`src/rtl/cam_frame_capture.sv`:
```
// cam_frame_capture
// Captures a byte-serial RGB565 camera stream (VSYNC/HREF/byte strobe, already
// synchronised to clk) and writes RGB888 pixels to a memory write port through
// a small pixel FIFO, generating sequential word addresses per frame.
// Optional feature macro: CAM_CAP_TEST_PATT_EN replaces pushed pixel data with
// a coordinate test pattern {8'h00, line[7:0], col[7:0], 8'hA5}.
module cam_frame_capture #(
  parameter int unsigned H_ACT      = 640,
  parameter int unsigned V_ACT      = 480,
  parameter int unsigned FIFO_DEPTH = 8,
  parameter logic [23:0] BASE_ADDR  = 24'h0
) (
  input  logic        clk,
  input  logic        reset,
  input  logic        cap_en,
  input  logic        cam_vsync,
  input  logic        cam_href,
  input  logic        cam_byte_vld,
  input  logic [7:0]  cam_data,
  input  logic        wr_rdy,
  output logic        wr_en,
  output logic [31:0] wr_data,
  output logic [23:0] wr_addr,
  output logic        frame_done,
  output logic        frame_err,
  output logic        overflow,
  output logic        busy
);

  localparam int unsigned AW        = $clog2(FIFO_DEPTH);
  localparam logic [19:0] PIX_TOTAL = 20'(H_ACT * V_ACT);
  localparam logic [AW:0] FIFO_FULL = (AW + 1)'(FIFO_DEPTH);

  typedef enum logic [1:0] {IDLE, SYNC, ACTIVE, DRAIN} state_t;

  state_t state, state_nx;

  logic        vsync_prev, href_prev;
  logic        vs_fall, vs_rise, href_fall;
  logic        byte_ok, pair_done, start_frame, end_frame;
  logic        phase;
  logic [7:0]  hi_byte;
  logic        push_pend;
  logic [23:0] push_data;
  logic [23:0] pix_rgb, pix_new;
  logic [19:0] pix_cnt, pix_cnt_inc, pix_cnt_fin;
  logic [4:0]  r5, b5;
  logic [5:0]  g6;

  logic [23:0]   mem [FIFO_DEPTH];
  logic [AW-1:0] rd_ptr, wr_ptr;
  logic [AW:0]   fifo_cnt;
  logic          fifo_empty, fifo_full, push_ok;

  assign vs_fall   = vsync_prev & ~cam_vsync;
  assign vs_rise   = ~vsync_prev & cam_vsync;
  assign href_fall = href_prev & ~cam_href;

  assign byte_ok     = (state == ACTIVE) && cam_href && cam_byte_vld;
  assign pair_done   = byte_ok && phase;
  assign start_frame = (state == SYNC) && (state_nx == ACTIVE);
  assign end_frame   = (state == ACTIVE) && vs_rise;

  assign pix_cnt_inc = (pix_cnt == '1) ? pix_cnt : pix_cnt + 20'd1;
  // Count as it stands once this cycle's byte (if any) is taken into account,
  // so a pixel completing on the vsync rise is included in the frame check.
  assign pix_cnt_fin = pair_done ? pix_cnt_inc : pix_cnt;

  assign r5      = hi_byte[7:3];
  assign g6      = {hi_byte[2:0], cam_data[7:5]};
  assign b5      = cam_data[4:0];
  assign pix_rgb = {r5, r5[4:2], g6, g6[5:4], b5, b5[4:2]};

`ifdef CAM_CAP_TEST_PATT_EN
  logic [15:0] col, line;

  assign pix_new = {line[7:0], col[7:0], 8'hA5};

  // In-frame pixel coordinates for the test pattern.
  always_ff @(posedge clk) begin
    if (reset || start_frame) begin
      col  <= '0;
      line <= '0;
    end else if (pair_done) begin
      if (col == 16'(H_ACT - 1)) begin
        col  <= '0;
        line <= line + 16'd1;
      end else begin
        col <= col + 16'd1;
      end
    end
  end
`else
  assign pix_new = pix_rgb;
`endif

  // State register and edge-detect history of the camera sync lines.
  always_ff @(posedge clk) begin
    if (reset) begin
      state      <= IDLE;
      vsync_prev <= 1'b0;
      href_prev  <= 1'b0;
    end else begin
      state      <= state_nx;
      vsync_prev <= cam_vsync;
      href_prev  <= cam_href;
    end
  end

  // Next-state logic and the end-of-frame pulse.
  always_comb begin
    state_nx   = state;
    frame_done = 1'b0;
    case (state)
      IDLE:   if (cam_vsync) state_nx = SYNC;
      SYNC:   if (vs_fall && cap_en) state_nx = ACTIVE;
      ACTIVE: if (vs_rise) state_nx = DRAIN;
      DRAIN: begin
        // A pixel completed on the vsync rise is still in flight for one cycle.
        if (fifo_empty && !push_pend) begin
          frame_done = 1'b1;
          state_nx   = SYNC;
        end
      end
      default: state_nx = IDLE;
    endcase
  end

  // Byte pairing, pixel formation, pixel counting and frame error tracking.
  always_ff @(posedge clk) begin
    if (reset) begin
      phase     <= 1'b0;
      hi_byte   <= '0;
      push_pend <= 1'b0;
      push_data <= '0;
      pix_cnt   <= '0;
      frame_err <= 1'b0;
    end else begin
      push_pend <= 1'b0;
      if (start_frame) begin
        phase   <= 1'b0;
        pix_cnt <= '0;
      end else if (pair_done) begin
        phase   <= 1'b0;
        pix_cnt <= pix_cnt_inc;
        if (pix_cnt >= PIX_TOTAL) begin
          frame_err <= 1'b1;
        end else begin
          push_pend <= 1'b1;
          push_data <= pix_new;
        end
      end else if (byte_ok) begin
        phase   <= 1'b1;
        hi_byte <= cam_data;
      end else if (href_fall && phase) begin
        phase     <= 1'b0;
        frame_err <= 1'b1;
      end
      if (end_frame) begin
        // A lone high byte left over at frame end is discarded.
        phase <= 1'b0;
        if (phase ^ byte_ok) frame_err <= 1'b1;
        if (pix_cnt_fin != PIX_TOTAL) frame_err <= 1'b1;
      end
    end
  end

  assign fifo_empty = (fifo_cnt == '0);
  assign fifo_full  = (fifo_cnt == FIFO_FULL);
  assign wr_en      = !fifo_empty && wr_rdy;
  assign wr_data    = {8'h00, mem[rd_ptr]};
  assign busy       = (state == ACTIVE) || (state == DRAIN);
  // A push into a full FIFO still lands when the head leaves in the same cycle.
  assign push_ok    = push_pend && (!fifo_full || wr_en);

  // Pixel FIFO storage, pointers, occupancy and overflow flag.
  always_ff @(posedge clk) begin
    if (reset) begin
      rd_ptr   <= '0;
      wr_ptr   <= '0;
      fifo_cnt <= '0;
      overflow <= 1'b0;
      for (int unsigned i = 0; i < FIFO_DEPTH; i++) mem[i] <= '0;
    end else begin
      if (push_ok) begin
        mem[wr_ptr] <= push_data;
        wr_ptr      <= wr_ptr + 1'b1;
      end
      if (wr_en) rd_ptr <= rd_ptr + 1'b1;
      if (push_ok && !wr_en)      fifo_cnt <= fifo_cnt + 1'b1;
      else if (!push_ok && wr_en) fifo_cnt <= fifo_cnt - 1'b1;
      if (push_pend && !push_ok) overflow <= 1'b1;
    end
  end

  // Write address: restarts at BASE_ADDR per frame, advances per accepted write.
  always_ff @(posedge clk) begin
    if (reset || start_frame) wr_addr <= BASE_ADDR;
    else if (wr_en)           wr_addr <= wr_addr + 24'd1;
  end

endmodule

```
`config.mk`:
```
export PLATFORM = sky130hd
export DESIGN_NAME = cam_frame_capture
export DESIGN_NICKNAME = d
export VERILOG_FILES = /design/src/rtl/cam_frame_capture.sv
export SDC_FILE = /design/constraint.sdc
export NUM_CORES = 1
export LEC_CHECK = 0
export ABC_AREA = 1
export BUFFER_PORTS_ARGS = -buffer_cell sky130_fd_sc_hd__buf_4
export CAP_MARGIN = 0
export CORE_MARGIN = 3
export CORE_UTILIZATION = 62
export CTS_BUF_LIST = sky130_fd_sc_hd__clkbuf_8
export DETAILED_ROUTE_END_ITERATION = 10
export GPL_ROUTABILITY_DRIVEN = 1
export PLACE_DENSITY_LB_ADDON = 0.1
export SLEW_MARGIN = 20
export SYNTH_ARGS = -nofsm -noshare
export SYNTH_HDL_FRONTEND = slang
export SYNTH_SLANG_ARGS = --single-unit
export TNS_END_PERCENT = 30
```
`constraint.sdc`:
```
create_clock -name clk -period 3.65 [get_ports clk]
set_clock_uncertainty 0.2 [all_clocks]
set_input_delay 0.1825 -clock clk [delete_from_list [all_inputs] [get_ports clk]]
set_output_delay 0.1825 -clock clk [all_outputs]
set_load 0.005 [all_outputs]
```
==> reports/metrics.cfg, run 1 <==
[die]
die_w_um = 133
ios = 76
design.core.area_um2 = 15500
start_util_pct = 64.5
dieArea_um2 = 17700
rows = 45
die-height_um = 133

[power_and_ir_drop]
clkPwrFrac_pct = 31.4
leakagePower_nw = 4.44
power_density_nw_per_um2 = 545
switching_power_mw = 1.91
comb_power_share_pct = 24.0
p_total_mw = 6.22
vdd_drop_max_mv = 0.345
internal_power_mw = 4.31
swShare_pct = 30.7
power_frac_seq_pct = 44.6

[detailed_routing]
vias_per_cell = 5.48
vias = 7988
drt-total-wl_um = 23400
drc = 0
drt_first_pass_iters = 5
wl_per_cell_um = 16.1
antenna_left = 0
drt_iter0_markers = 563

[global_route]
grt_max_degree = 65
grt_pass1_wl_um = 36800
antenna_found_initial = 0
grt_usage_pct = 25.7
grt_overflow_total = 0
grt_pass1_vias = 7578

[yosys]
synth-main-ff-cell = edfxtp_1
syn_area_per_cell_um2 = 8.81
synth_top_area_cell = edfxtp_1
synth_top_cells_by_area = edfxtp_1 (38%), dfxtp_1 (18%), nor2_1 (12%), nand2_1 (5.1%), o21ai_0 (4.5%)
ys_ff_latch = 217
async_flop_share_pct = 0
ys_types = 48
synth_warnings = 0
synth_compound_area_share_pct = 9.97
synthSimpleGateAreaFrac_pct = 24.5
synth_top_family_by_area = simple AND/OR/NAND/NOR gates
yosysSeqAreaShare_pct = 56.1
synth_xor_area_share_pct = 1.14
synth_edf_count = 128
syn-instance-count = 1138
synthTopCellsByCount = nor2_1 (317), nand2_1 (136), edfxtp_1 (128)
yosysMostFrequentCell = nor2_1
synth_area_um2 = 10000
synth_mux_area_share_pct = 0.0998
synthAdderAreaFrac_pct = 1.32
synth_top_cell_area_share_pct = 38.3

[timing]
tns_ns = 0
worst_pin_slew_ns = 1.05
finalCritPeriodShare_pct = 85.2
timing.final.hold_violations = 0
slew_violations = 0
grt_setup_unrepaired = no
max_freq_mhz = 322
slew_headroom_pct = 29.9
whs_ns = 0.0891
layout_min_cycle_time_ns = 3.11
setup_viol = 0

[setup_path]
worstSetupPathType = reg2out
crit_arrival_ns = 2.73
cp.required_ns = 3.27
r2r_start = fifo_cnt[0]
cp-start-kind = flip-flop
path_max_fanout = 32
endpoint_kind = output port
r2r-end = fifo_cnt[3]
r2r_slack_ns = 0.61
reg2reg_depth = 16

[worst_hold_path]
hold_depth = 6
hold_class = in2reg
hold_start = cam_byte_vld
min_to = hi_byte[2]

[placed_design]
io_buffer_count = 67
place_congestion = 0.875
dp_hpwl_um = 14800

[clock_tree]
clock_sinks = 217
cts_buffers = 36
cts_resized = 0
cts_tree = yes
clk_latency_ns = 0.51
cts-root-buf = clkbuf_8
htree_levels = 2
path_clk_slew_ns = 0.06
ctsLongestPathBuffers = 3

[final_layout]
syn2layout_area_growth_pct = 13.9
fin_nets = 1245
drive_gt1_share_pct = 13.1
antenna_cells = 0
fill_cells = 1197

[outcome]
outcome = finished, final reports clean

[flow_run]
drv_cap = 0

-- per-stage QoR --
stage | util (%) | instances | instance area [µm²] | setup slack [ns]
after floorplan | - | 1145 | 10100 | 0.884
after global placement | 68.0 | 1372 | 10600 | 0.687
after detailed placement | 68.0 | 1372 | 10600 | 0.600
after CTS | 73.5 | 1457 | 11400 | 0.531
after global routing | 73.5 | 1457 | 11400 | 0.348
final | 73.5 | 1457 | 11400 | 0.542
-- cell type report --
| cell class | count | area (µm²) | area share (%) |
|---|---|---|---|
| sequential | 217 | 5630 | 49.2 |
| timing repair buffer | 103 | 826 | 7.23 |
| multi-input combinational | 777 | 3740 | 32.7 |
| tap | 211 | 264 | 2.31 |
| clock inverter | 26 | 125 | 1.10 |
| clock buffer | 38 | 523 | 4.58 |
| inverter | 85 | 319 | 2.79 |
-- routing by layer --
metal | up-vias | track usage, % | routed length [µm]
met5 | - | 0 | 0
met2 | 283 | 44.9 | 11600
met4 | 0 | 12.1 | 878
met1 | 3713 | 31.6 | 9470
li1 | 3928 | - | -
met3 | 64 | 3.85 | 1460
-- power by group through the flow --
stage	sequential (mW)	clock [mW]	combinational, mW
floorplan	2.78	0	0.984
global placement	2.82	0	1.44
detailed placement	2.83	0	1.48
CTS	2.77	1.98	1.49
global route	2.79	2.08	1.62
finish	2.77	1.95	1.50
-- cell usage in the layout, fill, tap and decap left out, types with 2 or more instances in the layout --
master,Yosys,routed
a211oi_1,2,2
nand4_2,2,2
ha_1,9,9
nand3b_1,7,7
clkinv_1,19,27
a31oi_1,17,17
nor2_1,317,317
xnor2_1,5,5
nand3_1,40,40
xor2_1,8,8
o21ai_0,90,90
nand2_2,5,5
and3_1,2,2
nor3_4,3,3
o22ai_1,16,16
nor2_2,3,3
clkbuf_8,0,38
inv_1,63,79
dlygate4sd3_1,0,21
nand3_2,5,5
dfxtp_1,89,88
nand2_4,6,6
inv_2,3,3
edfxtp_1,128,128
o21a_1,2,2
o221a_2,2,2
nand2_1,136,136
or2_2,2,2
a21oi_1,53,53
nand4_1,8,8
nor2_4,3,3
nor3_1,11,11
nor3_2,2,2
conb_1,1,8
nor4_1,3,3
buf_4,16,82
-- what timing repair did --
action                                 in CTS  in global routing
hold buffers                               21                  0
endpoints found under the hold margin      30                  0
setup buffers                               0                  0
-- worst max-delay path by stage --
stage | startpoint | to | slack (ns)
after floorplan | fifo_cnt[0] | fifo_cnt[3] | 0.88
after global placement | fifo_cnt[0] | fifo_cnt[3] | 0.69
after detailed placement | fifo_cnt[0] | fifo_cnt[3] | 0.60
after CTS | flip-flop | wr_data[18] | 0.53
after global routing | fifo_cnt[0] | fifo_cnt[3] | 0.35
final | flip-flop | wr_data[18] | 0.54
-- logic make-up (layout without fill, tap and decap cells) --
logic type / Yosys count / after routing
adder cells (fa/ha/maj): 10 / 10
buffers and inverters: 151 / 252
multiplexers: 1 / 1
XOR/XNOR: 13 / 13
AO/OA/AOI/OAI: 185 / 185
flip-flops: 217 / 217
AND/OR/NAND/NOR: 560 / 560
other: 1 / 8
-- state kept, by name, summed over array words and instances, names as in the netlist, named ones only --
signal,count
mem,128
vsync_prev,1
overflow,1
wr_addr,24
push_pend,1
push_data,16
state,2
frame_err,1
hi_byte,8
wr_ptr,3
rd_ptr,3
phase,1
href_prev,1
pix_cnt,20
fifo_cnt,4
-- worst max-delay path, stage by stage, from the launching register on --
cell	delay, ns
dfxtp_1	0.31
inv_1	0.75
o21ai_0	0.27
o22ai_1	0.32
nor2_1	0.09
a31oi_1	0.28
buf_4	0.17
(Power assumes the default switching activity.)
==> run 2: changes to the inputs <==
--- a/config.mk
+++ b/config.mk
@@ -7,12 +7,13 @@
 export LEC_CHECK = 0
 export ABC_AREA = 1
 export BUFFER_PORTS_ARGS = -buffer_cell sky130_fd_sc_hd__buf_4
-export CAP_MARGIN = 0
+export CAP_MARGIN = 40
 export CORE_MARGIN = 3
 export CORE_UTILIZATION = 62
 export CTS_BUF_LIST = sky130_fd_sc_hd__clkbuf_8
 export DETAILED_ROUTE_END_ITERATION = 10
 export GPL_ROUTABILITY_DRIVEN = 1
+export MAX_ROUTING_LAYER = met4
 export PLACE_DENSITY_LB_ADDON = 0.1
 export SLEW_MARGIN = 20
 export SYNTH_ARGS = -nofsm -noshare
==> run 2 against run 1 <==
- core utilization up 0.15 points
- via count rose by 0.24%
- count of clock-buffer cells in the layout grew 1
- sequential power barely moved
- highest routed layer unchanged
- register-to-register slack is essentially flat
- sequential share of layout area fell by 0.10 points
- worst hold slack worse by 0.014 ns
- maximum frequency rose by 2.0%
- setup slack gained 0.062 ns
==> reports/metrics.cfg, run 2 (synthesis gave the netlist of run 1 again) <==
[setup_path]
endpoint_kind = flip-flop
crit_arrival_ns = 3.26  ; +0.53 ns
cp_common_cell = nor2_1
crit_family = simple AND/OR/NAND/NOR gates
path_max_fanout = 11  ; -66%
crit_chain = nor2_1, nand3_2, nand2_2, nand4_2, nand2_4, inv_1, ha_1, inv_1, ha_1, and3_1, a211oi_1, nor2_1, nor2_1, nand2_1, o21ai_0, a21oi_1
crit_buf_inv = 2  ; unchanged
cp.required_ns = 3.86  ; +0.59 ns
slowest_delay_ns = 0.35  ; -0.40 ns
worstSetupPathType = reg2reg
cp-start-kind = flip-flop
slowest_stage = dfxtp_1

[detailed_routing]
vias_per_cell = 5.49  ; +0.10%
antenna_left = 0  ; unchanged
drt_first_pass_iters = 5  ; unchanged
drt-total-wl_um = 23500  ; +0.53%
drc = 0  ; unchanged
wl_per_cell_um = 16.1  ; +0.39%
drt_iter0_markers = 625  ; +11%
vias = 8007  ; +0.24%

[clock_tree]
cts_buffers = 36  ; unchanged
cts_resized = 0  ; unchanged
clk_latency_ns = 0.52  ; about the same
ctsLongestPathBuffers = 3  ; unchanged
post_cts_buffers = 0  ; unchanged
cts-hold-fix-buffers = 19  ; -9.5%
clock_sinks = 217  ; unchanged
cts_tree = yes
path_clk_slew_ns = 0.06  ; about the same
htree_levels = 2  ; unchanged
cts-root-buf = clkbuf_8

[timing]
finalCritPeriodShare_pct = 83.4  ; -1.7 points
layout_min_cycle_time_ns = 3.05  ; -0.0623 ns
timing.final.hold_violations = 0  ; unchanged
whs_ns = 0.0754  ; -0.0137 ns
max_freq_mhz = 328  ; +2.0%
worst_slack_ns = 0.604  ; +0.0623 ns
slew_headroom_pct = 49.6  ; +20 points
grt_setup_unrepaired = no
setup_viol = 0  ; unchanged
worst_pin_slew_ns = 0.754  ; -0.296 ns
tns_ns = 0  ; unchanged
slew_violations = 0  ; unchanged

[die]
die_w_um = 133  ; unchanged
ios = 76  ; unchanged
design.core.area_um2 = 15500  ; unchanged
rows = 45  ; unchanged
dieArea_um2 = 17700  ; unchanged
die-height_um = 133  ; unchanged
start_util_pct = 64.5  ; unchanged

[placed_design]
place_congestion = 0.889  ; +1.6%
place_area_um2 = 10600  ; +0.40%
dp_slack_ns = 0.602  ; +0.00238 ns
dp_hpwl_um = 15100  ; +1.5%
place_inst = 1374  ; +0.15%
io_buffer_count = 67  ; unchanged

[final_layout]
largest_reg_flops = 128  ; unchanged
design_area_um2 = 11400  ; +0.21%
top_register = mem
top_regs = mem: 128 flops, wr_addr: 24 flops, pix_cnt: 20 flops
antenna_cells = 0  ; unchanged
fin_nets = 1245  ; unchanged
final_common_cell = nor2_1
stdcell_count = 1459  ; +0.14%
drive_gt1_share_pct = 13.5  ; +0.46 points
fin_util_pct = 73.7  ; +0.15 points
mostFrequentLayoutCells = nor2_1 (317), nand2_1 (136), edfxtp_1 (128)
fill_cells = 1188  ; -0.75%
syn2layout_area_growth_pct = 14.2

[power_and_ir_drop]
power_frac_seq_pct = 44.6  ; about the same
power_density_nw_per_um2 = 544  ; -0.21%
p_total_mw = 6.22  ; about the same
swShare_pct = 31.0  ; +0.26 points
comb_power_share_pct = 24.5  ; +0.5 points
switching_power_mw = 1.93  ; +0.85%
vdd_drop_max_mv = 0.273  ; -21%
clkPwrFrac_pct = 30.9  ; -0.5 points
leakagePower_nw = 4.45  ; +0.20%
internal_power_mw = 4.29  ; -0.38%

[outcome]
outcome = finished, final reports clean

[global_route]
met1_usage_pct = 32.0  ; +0.35 points
grt_pass1_vias = 7593  ; +0.20%
grt_usage_pct = 26.8  ; +1.1 points
met3_usage_pct = 3.93  ; +0.076 points
grt_overflow_total = 0  ; unchanged
antenna_found_initial = 0  ; unchanged
grtUsageMet2_pct = 45.1  ; +0.20 points
grt.busiest_layer = met2
grt_max_degree = 65  ; unchanged
grt_pass1_wl_um = 37200  ; +0.90%

[worst_hold_path]
hold_class = in2reg

[flow_run]
drv_cap = 0  ; unchanged

## run 2: cell type report
type	count	area (µm²)	area share, %
flip-flops and latches	217	5630	49.1
multi-input cells	777	3740	32.7
repair buffers	103	848	7.41
clock buffers	39	537	4.69
inverters	85	319	2.79
well taps	211	264	2.31
clock inverters	27	113	0.984
## run 2: final timing paths
kind                            cells past startpoint          end         start  slack (ns)
worst max-delay path                               16  fifo_cnt[3]   fifo_cnt[0]        0.60
worst min-delay path                                6   hi_byte[2]  cam_byte_vld        0.08
worst max register to register                     16  fifo_cnt[3]   fifo_cnt[0]        0.60
worst min register to register                      2   hi_byte[7]    hi_byte[7]        0.27
## run 2: per-layer routing
metal | up-vias | share of wire (%) | wire length, µm
met5 | - | 0 | 0
met3 | 64 | 6.4 | 1510
met4 | 0 | 4.1 | 957
met1 | 3696 | 40 | 9520
met2 | 304 | 49 | 11500
li1 | 3943 | - | -
## run 2: power groups by stage
stage / registers (mW) / clock network, mW / logic, mW
after floorplan: 2.78 / 0 / 0.984
after global placement: 2.82 / 0 / 1.44
after detailed placement: 2.83 / 0 / 1.51
after CTS: 2.77 / 1.96 / 1.53
after global routing: 2.79 / 2.05 / 1.66
final: 2.77 / 1.92 / 1.53
## run 2: worst register-to-register path, cell delays in order (launching register included)
cell      delay, ns
dfxtp_1        0.35
nor2_1         0.22
nand3_2        0.12
nand2_2        0.22
nand4_2        0.17
nand2_4        0.15
inv_1          0.08
ha_1           0.21
inv_1          0.12
ha_1           0.27
and3_1         0.19
a211oi_1       0.24
nor2_1         0.07
nor2_1         0.08
nand2_1        0.06
o21ai_0        0.13
a21oi_1        0.05
==> run 3: changes to the inputs <==
==> constraint.sdc (replaced) <==
create_clock -name clk -period 3.1 [get_ports clk]
set_clock_uncertainty 0.2 [all_clocks]
set_input_delay 0.155 -clock clk [delete_from_list [all_inputs] [get_ports clk]]
set_output_delay 0.155 -clock clk [all_outputs]
set_load 0.005 [all_outputs]
==> run 3 against run 2 <==
- sequential power is 18% higher
- combinational power is 15% higher
- via count is 0.85% lower
- non-clock buffer count is 9 higher
- worst hold slack better by 0.020 ns
- total power is 16% higher
- critical path type is now reg2out
- critical endpoint is now wr_data[10]
==> reports/metrics.cfg, run 3 (synthesis gave the netlist of run 1 again) <==
[clock_tree]
cts_tree = yes
htree_levels = 2  ; unchanged
ctsLongestPathBuffers = 3  ; unchanged
clk_latency_ns = 0.51  ; about the same
clock_sinks = 217  ; unchanged
path_clk_slew_ns = 0.06  ; about the same
cts_buffers = 36  ; unchanged
cts-root-buf = clkbuf_8

[worst_hold_path]
min_to = phase
hold_class = in2reg
hold_depth = 6  ; unchanged
hold_start = cam_byte_vld

[detailed_routing]
vias_per_cell = 5.42  ; -1.3%
antenna_left = 0  ; unchanged
vias = 7939  ; -0.85%
route.met2.wl_um = 11600  ; +0.82%
routed.top_layer = met4
drt_iter0_markers = 612  ; -2.1%
drt_first_pass_iters = 6  ; +1
wl_per_cell_um = 15.5  ; -4.1%
wl_met3_um = 1360  ; -10%
drt-total-wl_um = 22600  ; -3.7%
drc = 0  ; unchanged
met1_length_um = 9130  ; -4.1%

[placed_design]
io_buffer_count = 67  ; unchanged
dp_hpwl_um = 14900  ; -0.97%
place_congestion = 0.863  ; -2.9%
place_area_um2 = 10600  ; about the same

[setup_path]
r2r-end = fifo_cnt[3]
r2r_slack_ns = 0.30  ; -0.30 ns
worstSetupPathType = reg2out
crit_family = compound AO/OA/AOI/OAI gates
cp-start-kind = flip-flop
slowest_delay_ns = 0.52  ; +0.17 ns
slowest_stage = buf_4
endpoint_kind = output port
crit_arrival_ns = 2.45  ; -0.81 ns
crit_buf_inv = 2  ; unchanged
reg2reg_depth = 16  ; unchanged
r2r_start = fifo_cnt[0]
cp.required_ns = 2.74  ; -1.12 ns
cp_common_cell = buf_4
path_depth = 6  ; -10
path_max_fanout = 64  ; +53
crit_chain = buf_4, o21ai_0, o22ai_1, nor2_1, a31oi_1, buf_4

[power_and_ir_drop]
leakagePower_nw = 4.47  ; +0.37%
vdd_drop_max_mv = 0.396  ; +45%
power_density_nw_per_um2 = 631  ; +16%

[final_layout]
fin_util_pct = 73.9  ; +0.19 points
syn2layout_area_growth_pct = 14.5
final_common_cell = nor2_1
top_register = mem
design_area_um2 = 11500  ; +0.26%
largest_reg_flops = 128  ; unchanged
fin_nets = 1254  ; +0.72%
mostFrequentLayoutCells = nor2_1 (316), nand2_1 (136), edfxtp_1 (128)
drive_gt1_share_pct = 14.0  ; +0.41 points
top_regs = mem: 128 flops, wr_addr: 24 flops, pix_cnt: 20 flops
antenna_cells = 0  ; unchanged

[timing]
slew_violations = 0  ; unchanged
grt_setup_unrepaired = no
tns_ns = 0  ; unchanged
layout_min_cycle_time_ns = 2.81
whs_ns = 0.0958  ; +0.0204 ns
timing.final.hold_violations = 0  ; unchanged
finalCritPeriodShare_pct = 90.6
worst_pin_slew_ns = 0.710  ; -0.0441 ns
setup_viol = 0  ; unchanged
max_freq_mhz = 356
slew_headroom_pct = 52.6  ; +3.0 points

[global_route]
grt_max_degree = 65  ; unchanged
antenna_found_initial = 0  ; unchanged
grt_pass1_wl_um = 36500  ; -1.8%
grt_pass1_vias = 7478  ; -1.5%
grt_overflow_total = 0  ; unchanged
grt_usage_pct = 26.1  ; -0.73 points

[outcome]
outcome = finished, final reports clean

[die]
die-height_um = 133  ; unchanged
dieArea_um2 = 17700  ; unchanged
die_w_um = 133  ; unchanged
rows = 45  ; unchanged
ios = 76  ; unchanged
design.core.area_um2 = 15500  ; unchanged
start_util_pct = 64.5  ; unchanged

[flow_run]
drv_cap = 0  ; unchanged

==> run 3: cell types whose count changed in the layout (fill, tap and decap cells not counted), sizes merged <==
cell / delta
dlygate4sd3: +4
inv: -5
clkinvlp: -1
clkbuf: -1
buf: +5
clkinv: +4
==> run 3: where the power goes <==
part	switching, mW	internal, mW
registers	0.101	3.16
clock network	1.08	1.13
logic	1.04	0.722
==> run 3: layer usage <==
layer | vias to the layer above | track usage [%]
met5 | - | -
met4 | 0 | 8.51
met3 | 51 | 4.34
met2 | 247 | 45.8
met1 | 3688 | 30.7
li1 | 3953 | -
==> run 3: worst max-delay path by stage <==
stage	startpoint	slack, ns	to
after floorplan	fifo_cnt[0]	0.33	fifo_cnt[3]
after global placement	fifo_cnt[0]	0.31	fifo_cnt[3]
after detailed placement	fifo_cnt[0]	0.25	fifo_cnt[3]
after CTS	fifo_cnt[0]	0.24	fifo_cnt[3]
after global routing	fifo_cnt[0]	0.008	fifo_cnt[3]
final	flip-flop	0.29	wr_data[10]
==> run 3: layout make-up <==
cell class / instances / area, µm²
clock buffer: 38 / 523
multi-input combinational: 777 / 3740
tap: 211 / 264
clock inverter: 25 / 104
timing repair buffer: 112 / 898
fill: 1176 / 4060
inverter: 85 / 319
sequential: 217 / 5630
==> run 3: timing repair <==
item,CTS,global route
buffers inserted,0,0
hold endpoints to repair,34,0
hold buffers,23,0
endpoints found under the setup margin,0,1
gates resized for setup,0,1
==> run 3: worst reg2reg max path, cell delays in order, from the launching register on <==
cell and delay, ns:
dfxtp_1 0.36, nor2_2 0.18, nand3_2 0.10, nand2_2 0.08
nand4_2 0.11, nand2_4 0.15, inv_1 0.08, ha_1 0.21
inv_1 0.12, ha_1 0.27, and3_1 0.19, a211oi_1 0.23
nor2_1 0.07, nor2_1 0.09, nand2_1 0.07, o21ai_0 0.14
a21oi_1 0.05
==> run 3: through the flow <==
| step | total power, mW | std cells | setup slack [ns] |
|---|---|---|---|
| floorplan | 4.44 | 1145 | 0.334 |
| global placement | 5.02 | 1379 | 0.313 |
| detailed placement | 5.07 | 1379 | 0.252 |
| CTS | 7.28 | 1465 | 0.241 |
| global route | 7.60 | 1465 | 0.00837 |
| finish | 7.24 | 1465 | 0.292 |
